$ cat src/rtl/imm_pkg.sv
`default_nettype none
// ============================================================================
// Module   : imm_pkg
// Purpose  : Immediate format codes and reference decode of packed raw bits
//            (instruction bits [31:7]) back to the architectural immediate.
// Revision : 1.0 - initial release
// ============================================================================
package imm_pkg;

  typedef enum logic [2:0] {
    SRC_I = 3'b000,
    SRC_S = 3'b001,
    SRC_B = 3'b010,
    SRC_J = 3'b011,
    SRC_U = 3'b100
  } imm_source_e;

  localparam int RAW_W = 25;

  // raw[k] corresponds to instruction bit k+7
  function automatic logic [31:0] imm_decode(input logic [RAW_W-1:0] raw,
                                             input logic [2:0]       src);
    logic [31:0] imm;
    imm = '0;
    case (src)
      SRC_I:   imm = {{20{raw[24]}}, raw[24:13]};
      SRC_S:   imm = {{20{raw[24]}}, raw[24:18], raw[4:0]};
      SRC_B:   imm = {{19{raw[24]}}, raw[24], raw[0], raw[23:18], raw[4:1], 1'b0};
      SRC_J:   imm = {{11{raw[24]}}, raw[24], raw[12:5], raw[13], raw[23:14], 1'b0};
      SRC_U:   imm = {raw[24:5], 12'b0};
      default: imm = '0;
    endcase
    return imm;
  endfunction

endpackage
`default_nettype wire

$ cat src/rtl/imm_range_check.sv
`default_nettype none
// ============================================================================
// Module   : imm_range_check
// Purpose  : Combinational check that an immediate is representable in the
//            selected format; illegal format codes always flag an error.
// Revision : 1.0 - initial release
// ============================================================================
module imm_range_check
  import imm_pkg::*;
(
  input  logic [31:0] imm_i,
  input  logic [2:0]  src_i,
  output logic        range_err_o
);

  logic w_hi11_same;
  logic w_hi12_same;
  logic w_hi20_same;

  // Sign-extension checks: the upper bits must be all ones or all zeros
  assign w_hi11_same = (&imm_i[31:11]) | ~(|imm_i[31:11]);
  assign w_hi12_same = (&imm_i[31:12]) | ~(|imm_i[31:12]);
  assign w_hi20_same = (&imm_i[31:20]) | ~(|imm_i[31:20]);

  // Select the representability rule of the requested format
  always_comb begin
    range_err_o = 1'b1;
    case (src_i)
      SRC_I:   range_err_o = ~w_hi11_same;
      SRC_S:   range_err_o = ~w_hi11_same;
      SRC_B:   range_err_o = ~w_hi12_same | imm_i[0];
      SRC_J:   range_err_o = ~w_hi20_same | imm_i[0];
      SRC_U:   range_err_o = |imm_i[11:0];
      default: range_err_o = 1'b1;
    endcase
  end

endmodule
`default_nettype wire

$ cat src/rtl/imm_encoder.sv
`default_nettype none
// ============================================================================
// Module   : imm_encoder
// Purpose  : Two-stage valid/ready pipeline packing an architectural
//            immediate into instruction bits [31:7], with range checking and
//            a saturating count of delivered range errors.
// Revision : 1.0 - initial release
// ============================================================================
module imm_encoder
  import imm_pkg::*;
#(
  parameter int ERR_CNT_W = 8
) (
  input  logic                 clk,
  input  logic                 rst,
  input  logic                 in_valid,
  output logic                 in_ready,
  input  logic [31:0]          in_imm,
  input  logic [2:0]           in_imm_source,
  output logic                 out_valid,
  input  logic                 out_ready,
  output logic [RAW_W-1:0]     out_raw,
  output logic                 out_range_err,
  output logic [ERR_CNT_W-1:0] err_count
);

  localparam logic [ERR_CNT_W-1:0] CNT_MAX = {ERR_CNT_W{1'b1}};
  localparam logic [ERR_CNT_W-1:0] CNT_ONE = {{(ERR_CNT_W-1){1'b0}}, 1'b1};

  logic                 s1_valid_q, s1_valid_d;
  logic [31:0]          s1_imm_q,   s1_imm_d;
  logic [2:0]           s1_src_q,   s1_src_d;
  logic                 s1_err_q,   s1_err_d;
  logic                 s2_valid_q, s2_valid_d;
  logic [RAW_W-1:0]     raw_q,      raw_d;
  logic                 err_q,      err_d;
  logic [ERR_CNT_W-1:0] cnt_q,      cnt_d;

  logic                 w_range_err;
  logic                 w_s2_ready;
  logic [RAW_W-1:0]     w_packed;

  imm_range_check u_range_check (
    .imm_i       (in_imm),
    .src_i       (in_imm_source),
    .range_err_o (w_range_err)
  );

  // S2 can take new data when empty or draining; S1 likewise when S2 can
  assign w_s2_ready    = ~s2_valid_q | out_ready;
  assign in_ready      = ~s1_valid_q | w_s2_ready;
  assign out_valid     = s2_valid_q;
  assign out_raw       = raw_q;
  assign out_range_err = err_q;
  assign err_count     = cnt_q;

  // Scatter the S1 immediate into instruction-bit positions; illegal -> zero
  always_comb begin
    w_packed = '0;
    case (s1_src_q)
      SRC_I: w_packed[24:13] = s1_imm_q[11:0];
      SRC_S: begin
        w_packed[24:18] = s1_imm_q[11:5];
        w_packed[4:0]   = s1_imm_q[4:0];
      end
      SRC_B: begin
        w_packed[24]    = s1_imm_q[12];
        w_packed[23:18] = s1_imm_q[10:5];
        w_packed[4:1]   = s1_imm_q[4:1];
        w_packed[0]     = s1_imm_q[11];
      end
      SRC_J: begin
        w_packed[24]    = s1_imm_q[20];
        w_packed[23:14] = s1_imm_q[10:1];
        w_packed[13]    = s1_imm_q[11];
        w_packed[12:5]  = s1_imm_q[19:12];
      end
      SRC_U:   w_packed[24:5] = s1_imm_q[31:12];
      default: w_packed = '0;
    endcase
  end

  // Next-state for both stages and the saturating error counter
  always_comb begin
    s1_valid_d = s1_valid_q;
    s1_imm_d   = s1_imm_q;
    s1_src_d   = s1_src_q;
    s1_err_d   = s1_err_q;
    s2_valid_d = s2_valid_q;
    raw_d      = raw_q;
    err_d      = err_q;
    cnt_d      = cnt_q;
    if (in_ready) begin
      s1_valid_d = in_valid;
      if (in_valid) begin
        s1_imm_d = in_imm;
        s1_src_d = in_imm_source;
        s1_err_d = w_range_err;
      end
    end
    if (w_s2_ready) begin
      s2_valid_d = s1_valid_q;
      if (s1_valid_q) begin
        raw_d = w_packed;
        err_d = s1_err_q;
      end
    end
    if (s2_valid_q && out_ready && err_q && (cnt_q != CNT_MAX)) begin
      cnt_d = cnt_q + CNT_ONE;
    end
  end

  // State registers; reset empties the pipe and clears visible outputs
  always_ff @(posedge clk or posedge rst) begin
    if (rst) begin
      s1_valid_q <= 1'b0;
      s1_imm_q   <= '0;
      s1_src_q   <= '0;
      s1_err_q   <= 1'b0;
      s2_valid_q <= 1'b0;
      raw_q      <= '0;
      err_q      <= 1'b0;
      cnt_q      <= '0;
    end else begin
      s1_valid_q <= s1_valid_d;
      s1_imm_q   <= s1_imm_d;
      s1_src_q   <= s1_src_d;
      s1_err_q   <= s1_err_d;
      s2_valid_q <= s2_valid_d;
      raw_q      <= raw_d;
      err_q      <= err_d;
      cnt_q      <= cnt_d;
    end
  end

endmodule
`default_nettype wire

$ cat config.mk
export PLATFORM = sky130hd
export DESIGN_NAME = imm_encoder
export DESIGN_NICKNAME = d
export VERILOG_FILES = /design/src/rtl/imm_pkg.sv /design/src/rtl/imm_range_check.sv /design/src/rtl/imm_encoder.sv
export SDC_FILE = /design/constraint.sdc
export NUM_CORES = 1
export LEC_CHECK = 0
export ABC_AREA = 1
export ABC_CLOCK_PERIOD_IN_PS = 5400
export CORE_MARGIN = 8
export CORE_UTILIZATION = 55
export DETAILED_ROUTE_END_ITERATION = 16
export PLACE_DENSITY = 0.86
export SLEW_MARGIN = 20
export SYNTH_ARGS = -nofsm -noshare
export SYNTH_HDL_FRONTEND = slang
export SYNTH_HIERARCHICAL = 1
export SYNTH_SLANG_ARGS = --single-unit
$ cat constraint.sdc
create_clock -name clk -period 5.4 [get_ports clk]
set_input_delay 0.54 -clock clk [delete_from_list [all_inputs] [get_ports clk]]
set_output_delay 0.54 -clock clk [all_outputs]
set_load 0.05 [all_outputs]
== Word level (Yosys, flattened, before mapping) ==
Index checks and enable logic that the tools add are counted.

* Output and inout port bits: 36
* Input port bits: 39
* Register bits after elaboration: 72
* Logic and storage cells: 55

* Add/subtract/negate cells: 1
* Reductions and logical operators: 17
* Multiplexer cells: 5
* Equality and inequality tests: 9
* Bitwise gates (word level): 15

{| class="wikitable"
|+ Operator list
! operator !! number
|-
| case mux 7 bit (4 select lines) || 1
|-
| OR reduction 12 bit || 2
|-
| AND reduction 21 bit || 1
|-
| OR reduction 21 bit || 1
|-
| AND reduction 20 bit || 1
|-
| OR reduction 20 bit || 1
|-
| case mux 5 bit (3 select lines) || 1
|-
| == test 3 x 2 -> 1 bit (second input constant) || 4
|-
| AND reduction 12 bit || 1
|-
| case mux 5 bit (2 select lines) || 1
|-
| adder 8 x 1 -> 8 bit (second input constant) || 1
|-
| 2-to-1 mux 8 bit || 1
|-
| != test 8 bit (second input constant) || 1
|-
| NOT 1 bit || 8
|-
| bitwise OR 1 bit || 7
|-
| == test 3 x 1 -> 1 bit (second input constant) || 2
|-
| == test 3 bit (second input constant) || 2
|-
| zero test 3 bit || 2
|-
| OR reduction 2 bit || 3
|-
| case mux 1 bit (4 select lines) || 1
|-
| AND reduction 2 bit || 2
|-
| logical AND 1 bit || 3
|}

== Longest topological paths before layout ==
Gate-level depths: netlist of run 1.

* Depth after elaboration: 6
* Depth in mapped cells: 12
* Gate-level depth less buffers: 12

== Modules after synthesis ==
Netlist of run 1, hierarchy kept.

{| class="wikitable"
|+ Modules (own cells, without submodules)
! module !! cells each !! seq. area each (µm²) !! instances !! area an instance (µm²)
|-
| imm_encoder || 375 || 1,801.7 || 1 || 3,178.0
|-
| imm_range_check || 79 || 0.0 || 1 || 315.3
|}

== Worst setup path after synthesis of run 1 ==
OpenSTA, ideal clock, no wires.

* Path type: flip-flop to output port
* Start: register s2_valid_q, in the netlist out_valid
* End: output in_ready
* Arrival time: 1.143 ns
* Stages on the path, launching flop included: 3
* Required time: 4.860 ns
* Slack: 3.717 ns
* Buffers on the path: 1
* Path through: dfrtp_1 nand3_4 buf_2

* Longest elaborated chain between the ends: 3

{| class="wikitable"
|+ Ends and longest elaborated chain
! what !! RTL line !! RTL
|-
| start: declaration || imm_encoder.sv:34 || <nowiki>logic s2_valid_q, s2_valid_d;</nowiki>
|-
| start signal: assignment || imm_encoder.sv:129 || <nowiki>s2_valid_q <= s2_valid_d;</nowiki>
|-
| NOT 1 bit || imm_encoder.sv:50 || <nowiki>assign w_s2_ready = ~s2_valid_q | out_ready;</nowiki>
|-
| bitwise OR 1 bit || imm_encoder.sv:50 ||
|-
| bitwise OR 1 bit || imm_encoder.sv:51 || <nowiki>assign in_ready = ~s1_valid_q | w_s2_ready;</nowiki>
|-
| end: declaration || imm_encoder.sv:17 || <nowiki>output logic in_ready,</nowiki>
|}

Every way passes these cells.

== Worst setup path in the final report of run 1 ==
* Start: input out_ready
* End: output in_ready

* Longest elaborated chain between the ends: 2

{| class="wikitable"
|+ Ends and longest elaborated chain
! what !! RTL line !! RTL
|-
| start: declaration || imm_encoder.sv:21 || <nowiki>input logic out_ready,</nowiki>
|-
| bitwise OR 1 bit || imm_encoder.sv:50 ||
|-
| bitwise OR 1 bit || imm_encoder.sv:51 ||
|}

Every way passes these cells.

==> impl_metrics.yaml, run 1 <==
global_route:
  number_of_global_route_vias_before_repair: 3163
  grt_pass1_wl_um: 14800
  grt_usage_pct: 20.7
  global_route.overflow_total: 0
  antenna_found_initial: 0
  pin_count_of_the_biggest_net_entering_global_routing: 73
power:
  p_leak_nw: 2.21
  p_clk_share_pct: 25.0
  ir_drop_v: 0.000231
  internal-power_w: 0.00108
  p_comb_share_pct: 34.6
  pwr_density_cell_nw_per_um2: 398
  netSwitchingPower_w: 0.000696
  seqPwrFrac_pct: 40.4
  switching_share_pct: 39.3
floorplan:
  row_count: 29
  floorplan.die.height_um: 95.7
  floorplan_die_area_um2: 9160
  core_area_um2: 6240
  start_util_pct: 56.0
  top_level_ports: 75
  die_w_um: 95.7
sta:
  number_of_endpoints_with_negative_hold_slack_in_the_final_report: 0
  post-route-period-util_pct: 52.1
  rsz0062_at_grt: "false"
  fmax_ghz: 0.356
  timing.slew.headroom_pct: 41.1
  timing_worst_slew_pin_value_ns: 0.883
  period_minus_slack_ns: 2.81
  fin_worst_skew_ns: 0.0110
  worst_hold_slack_ns: 0.479
  setup-violations-final: 0
  final_max_slew_viol_count: 0
  tns_ns: 0
setup_path:
  critPathLaunchType: "input port"
  timing.setup.critical_path_class: "input port to output port"
  crit_path_cell_trace: "clkdlybuf4s50_1 > inv_2 > nand3_4 > clkdlybuf4s50_1"
  rr_worst_depth: 4
  worst_path_most_repeated_cell: "sky130_fd_sc_hd__clkdlybuf4s50_1"
  worstPathBufferInverterCount: 3
  worstSetupEndpointType: "output port"
  worst_ep_required_time_ns: 4.86
  rr_startpoint: "out_valid$_DFFE_PP0P_"
  timing.rr.end: "s1_src_q[0]$_DFFE_PP0P_"
  reg2reg_slack_ns: 3.50
  crit_fanout: 37
  crit_arrival_ns: 2.27
  path_delay_family: "buffers and inverters"
  cpPeakStageDelay_ns: 0.90
  slowest_stage: "sky130_fd_sc_hd__clkdlybuf4s50_1"
synth:
  synth_top_cell_by_area: "sky130_fd_sc_hd__dfrtp_1"
  syn_area_um2: 3490
  postSynth.asyncResetShare_pct: 100
  synth.net_count: 494
  postSynthRegisterBits: 72
  yosysWarningCount: 6
  synth_top_cells_by_count: "sky130_fd_sc_hd__nand2_1, sky130_fd_sc_hd__dfrtp_1, sky130_fd_sc_hd__nand3_1"
  syn_area_per_cell_um2: 7.69
  synth_cell_type_count: 28
  netlist.area_leader.share_pct: 51.6
  synth_enable_flop_cells: 0
  netlist_top_cells_area: "sky130_fd_sc_hd__dfrtp_1, sky130_fd_sc_hd__nand2_1, sky130_fd_sc_hd__nand3_1, sky130_fd_sc_hd__nor2_1, sky130_fd_sc_hd__a21oi_1"
  synth-seq-area-share_pct: 51.6
  syn-instance-count: 454
  synthMostInstantiatedCell: "sky130_fd_sc_hd__nand2_1"
  postSynth.topFlopCell: "sky130_fd_sc_hd__dfrtp_1"
clock_tree:
  cts_setup_buffers: 0
  clk_latency_ns: 0.35
  ctsRootBufferMaster: "sky130_fd_sc_hd__clkbuf_8"
  clock_tree.buffer_depth: 2
  post_cts_hold_buffer_count: 0
  cts_buffers: 9
  h_tree_lvl_count: 3
  tritoncts: "done"
  clock-sinks: 72
  clk_pin_slew_ns: 0.08
  post_cts.resized_instances: 0
drt:
  antenna_violating_nets_post_route: 0
  dr_drc_count: 0
  drt_iter0_drc: 284
  routed_wire_length_per_instance_um: 14.8
  drtPass1Iterations: 5
  route.detailed.vias_per_inst: 5.44
  drt_wl_total_um: 8960
  detailroute.via_count: 3298
finish:
  n_antenna_cell: 0
  final_net_count: 564
  fraction_of_final_layout_cells_with_drive_strength_greater_than_1_pct: 6.81
  area_delta_synth_final_pct: 27.4
  n_fill_cell: 478
worst_hold_path:
  holdCritStartpoint: "s1_imm_q[30]$_DFFE_PP0P_"
  hold_class: "flip-flop to flip-flop"
  whs_path_depth: 2
  min_delay_worst_endpoint: "s1_imm_q[30]$_DFFE_PP0P_"
place:
  hpwl_um: 6250
  port_buffer_count: 74
  place.gp.congestion: 0.854
flow_run:
  cap_violations: 0
status:
  outcome: "finished, final reports clean"
-- power by group through the flow --
stage               clock network, W  registers, W  logic [W]
global route                0.000472      0.000730   0.000657
global placement                   0      0.000719   0.000599
CTS                         0.000443      0.000715   0.000617
detailed placement                 0      0.000725   0.000612
finish                      0.000443      0.000716   0.000613
floorplan                          0      0.000916   0.000207
-- kinds of logic (layout without fill, tap and decap cells) --
group,after synthesis,count (layout),share of synthesized area (%)
xor+xnor,4,4,1.00
flops,72,72,51.6
compound gates,20,20,3.30
buf+inv,39,114,5.30
simple gates,318,318,38.5
fa+ha+maj,1,1,0.358
-- final cells by class --
| class | instances | area (um^2) | area share [%] |
|---|---|---|---|
| Sequential cell | 72 | 1800 | 40.5 |
| Multi-Input combinational cell | 343 | 1510 | 33.9 |
| Timing Repair Buffer | 76 | 756 | 17.0 |
| Clock buffer | 11 | 151 | 3.40 |
| Tap cell | 77 | 96.3 | 2.17 |
| Inverter | 22 | 82.6 | 1.86 |
| Clock inverter | 5 | 55.1 | 1.24 |
-- flip-flops by register name, indices dropped and copies added (netlist names) --
name           flops
out_raw           25
s1_src_q           3
s1_err_q           1
out_range_err      1
s1_imm_q          32
out_valid          1
s1_valid_q         1
err_count          8
-- worst max path at each step --
stage	from	end	slack, ns	cells past startpoint
after floorplan	rst	err_count[0]$_DFFE_PP0P_	3.04	1
after global placement	out_ready	in_ready	2.60	4
after detailed placement	out_ready	in_ready	2.60	4
after CTS	out_ready	in_ready	2.59	4
after global routing	out_ready	in_ready	2.52	4
final	out_ready	in_ready	2.59	4
-- tightest hold or removal path, cell delays in order, from the launching register on --
cell	delay, ns
sky130_fd_sc_hd__dfrtp_1	0.35
sky130_fd_sc_hd__nand2_1	0.06
sky130_fd_sc_hd__nand2_1	0.05
-- routing by layer --
layer  up-vias  GRT usage (%)  routed length [um]
li1       1577              -                   -
met1      1562           26.0                3770
met2       145           33.9                4380
met3        14           4.45                 640
met4         0           9.09                 172
met5         -              0                   0
-- cells in the final DEF (no fill, tap or decap), types with 2 or more instances in the layout --
master	netlist	routed
sky130_fd_sc_hd__nand2_1	197	197
sky130_fd_sc_hd__clkbuf_8	0	11
sky130_fd_sc_hd__xnor2_1	3	3
sky130_fd_sc_hd__clkinvlp_4	0	2
sky130_fd_sc_hd__nand3_1	59	59
sky130_fd_sc_hd__nand4_1	8	8
sky130_fd_sc_hd__nor2_1	42	42
sky130_fd_sc_hd__clkinv_2	0	2
sky130_fd_sc_hd__a21oi_1	14	14
sky130_fd_sc_hd__buf_4	2	2
sky130_fd_sc_hd__nand2_2	2	2
sky130_fd_sc_hd__inv_2	6	7
sky130_fd_sc_hd__clkdlybuf4s50_1	0	74
sky130_fd_sc_hd__dfrtp_1	72	72
sky130_fd_sc_hd__inv_1	15	14
sky130_fd_sc_hd__nor2_4	2	2
sky130_fd_sc_hd__nor2_2	4	4
sky130_fd_sc_hd__o21ai_0	3	3
-- through the flow --
| step | setup WS (ns) | std cells | cell area (um^2) | utilization [%] | total power (W) |
|---|---|---|---|---|---|
| final | 2.59 | 606 | 4450 | 71.3 | 0.00177 |
| after global routing | 2.52 | 606 | 4450 | 71.3 | 0.00186 |
| after CTS | 2.59 | 606 | 4450 | 71.3 | 0.00177 |
| after detailed placement | 2.60 | 590 | 4240 | 68.0 | 0.00134 |
| after global placement | 2.60 | 590 | 4240 | 68.0 | 0.00132 |
| after floorplan | 3.04 | 454 | 3490 | - | 0.00112 |
(Power assumes the default switching activity.)
==> run 2, diff against run 1 <==
Settings changed: ABC_CLOCK_PERIOD_IN_PS 5400 to 2900, CORE_UTILIZATION 55 to 51, PLACE_DENSITY 0.86 to 0.8.
Clock period 5.4 ns to 2.9 ns, I/O delays scaled along.
==> run 2 against run 1 <==
- routed wire length down 3.5%
- sequential power up 86%
- hold slack worse by 0.071 ns
- count of clock-buffer cells in the layout unchanged
- clock power up 120%
- non-clock buffer count up 2
- utilization down 3.9 points
- largest cell class unchanged
- highest routed layer unchanged
==> impl_metrics.yaml, run 2 (synthesized netlist as in run 1, its figures left out) <==
finish:
  area_delta_synth_final_pct: 29.6
  final_net_count: 566
  largest_register: "s1_imm_q"
  n_fill_cell: 521
  layout.cells.most_common: "sky130_fd_sc_hd__nand2_1"
  largest_register_ff_count: 32
  final_core_occ_pct: 67.4
  layout_common_cells: "sky130_fd_sc_hd__nand2_1, sky130_fd_sc_hd__clkdlybuf4s50_1, sky130_fd_sc_hd__dfrtp_1"
  n_antenna_cell: 0
  fraction_of_final_layout_cells_with_drive_strength_greater_than_1_pct: 7.16
sta:
  rsz0062_at_grt: "false"
  fin_worst_skew_ns: 0.0110
  timing_worst_slew_pin_value_ns: 0.807
  tns_ns: 0
  timing.slew.headroom_pct: 46.1
  setup-violations-final: 0
  period_minus_slack_ns: 1.99
  fmax_ghz: 0.502
  post-route-period-util_pct: 68.7
  number_of_endpoints_with_negative_hold_slack_in_the_final_report: 0
  final_max_slew_viol_count: 0
  final.setup.worst_slack_ns: 0.906
power:
  pwr_density_cell_nw_per_um2: 763
  seqPwrFrac_pct: 38.5
  switching_share_pct: 36.8
  netSwitchingPower_w: 0.00127
  internal-power_w: 0.00218
  p_leak_nw: 2.25
  ir_drop_v: 0.000286
  p_comb_share_pct: 32.9
  p_clk_share_pct: 28.6
drt:
  antenna_violating_nets_post_route: 0
  met3WireLength_um: 581
  detailroute.via_count: 3302
  routed_wire_length_per_instance_um: 14.2
  wl_met1_um: 3800
  dr_drc_count: 0
  drtPass1Iterations: 6
  drt_wl_total_um: 8650
  route.met2.wl_um: 4060
  drt_iter0_drc: 239
  route.detailed.vias_per_inst: 5.40
  topRoutingLayerUsed: "met4"
place:
  place.gp.congestion: 0.847
  pre_cts_slack_ns: 0.708
  hpwl_um: 6290
  port_buffer_count: 74
clock_tree:
  post_cts_hold_buffer_count: 0
  cts_setup_buffers: 0
  cts_buffers: 9
  clock_tree.buffer_depth: 2
  clk_latency_ns: 0.35
  clock-sinks: 72
  ctsRootBufferMaster: "sky130_fd_sc_hd__clkbuf_8"
  h_tree_lvl_count: 3
  tritoncts: "done"
  post_cts.resized_instances: 0
  clk_pin_slew_ns: 0.08
setup_path:
  timing.setup.critical_path_class: "flip-flop to output port"
  worst_ep_required_time_ns: 2.61
  critPathLaunchType: "flip-flop"
  crit_arrival_ns: 1.70
  rr_worst_depth: 5
  crit_fanout: 2
  worstSetupEndpointType: "output port"
floorplan:
  core_area_um2: 6720
  floorplan_die_area_um2: 9750
  start_util_pct: 52.0
  top_level_ports: 75
  row_count: 30
  die_w_um: 98.8
  floorplan.die.height_um: 98.8
worst_hold_path:
  hold_class: "input port to asynchronous set/reset pin"
flow_run:
  cap_violations: 0
status:
  outcome: "finished, final reports clean"
global_route:
  grt_pass1_wl_um: 15100
  antenna_found_initial: 0
  pin_count_of_the_biggest_net_entering_global_routing: 40
  number_of_global_route_vias_before_repair: 3249
  global_route.overflow_total: 0
  grt_usage_pct: 18.9
-- run 2: final timing paths --
check                                               from                        to  slack (ns)
worst max-delay path              s1_valid_q$_DFFE_PP0N_                  in_ready        0.91
max in group asynchronous                            rst   s1_imm_q[8]$_DFFE_PP0P_        1.81
worst min-delay path                                 rst  err_count[0]$_DFFE_PP0P_        0.41
worst min register to register  s1_imm_q[25]$_DFFE_PP0P_  s1_imm_q[25]$_DFFE_PP0P_        0.48
worst max register to register    s1_valid_q$_DFFE_PP0N_   s1_src_q[0]$_DFFE_PP0P_        1.04
min in group clk                s1_imm_q[25]$_DFFE_PP0P_  s1_imm_q[25]$_DFFE_PP0P_        0.48
-- run 2: power groups by stage --
stage | Sequential [W] | Combinational (W) | Clock (W)
2_1_floorplan | 0.00171 | 0.000386 | 0
3_3_place_gp | 0.00134 | 0.00112 | 0
3_5_place_dp | 0.00135 | 0.00114 | 0
4_1_cts | 0.00133 | 0.00115 | 0.000999
5_1_grt | 0.00136 | 0.00122 | 0.00104
6_report | 0.00133 | 0.00114 | 0.000989
-- run 2: worst max-delay path: stages, from the launching register on --
cell	delay [ns]
sky130_fd_sc_hd__dfrtp_1	0.44
sky130_fd_sc_hd__nand3_4	0.11
sky130_fd_sc_hd__clkdlybuf4s50_1	0.81
-- run 2: stage by stage --
stage	instance area, um^2	hold slack (ns)	total power (W)	cells
floorplan	3490	0.435	0.00209	454
global placement	4270	0.456	0.00246	595
detailed placement	4270	0.459	0.00249	595
CTS	4530	0.449	0.00347	611
global route	4530	0.488	0.00362	611
finish	4530	0.408	0.00345	611
-- run 2: routing by layer --
metal  vias up  GRT usage, %
li1       1591             -
met1      1562          23.6
met2       133          30.4
met3        16          3.88
met4         0          9.45
met5         -             0
-- run 2: area by class of cell --
type                       count  area [um^2]  area share, %
clock buffer                  11          151           3.34
clock inverter                 5          103           2.27
inverter                      22         82.6           1.82
multi-input combinational    343         1510           33.3
sequential                    72         1800           39.8
tap                           80          100           2.21
timing repair buffer          78          783           17.3
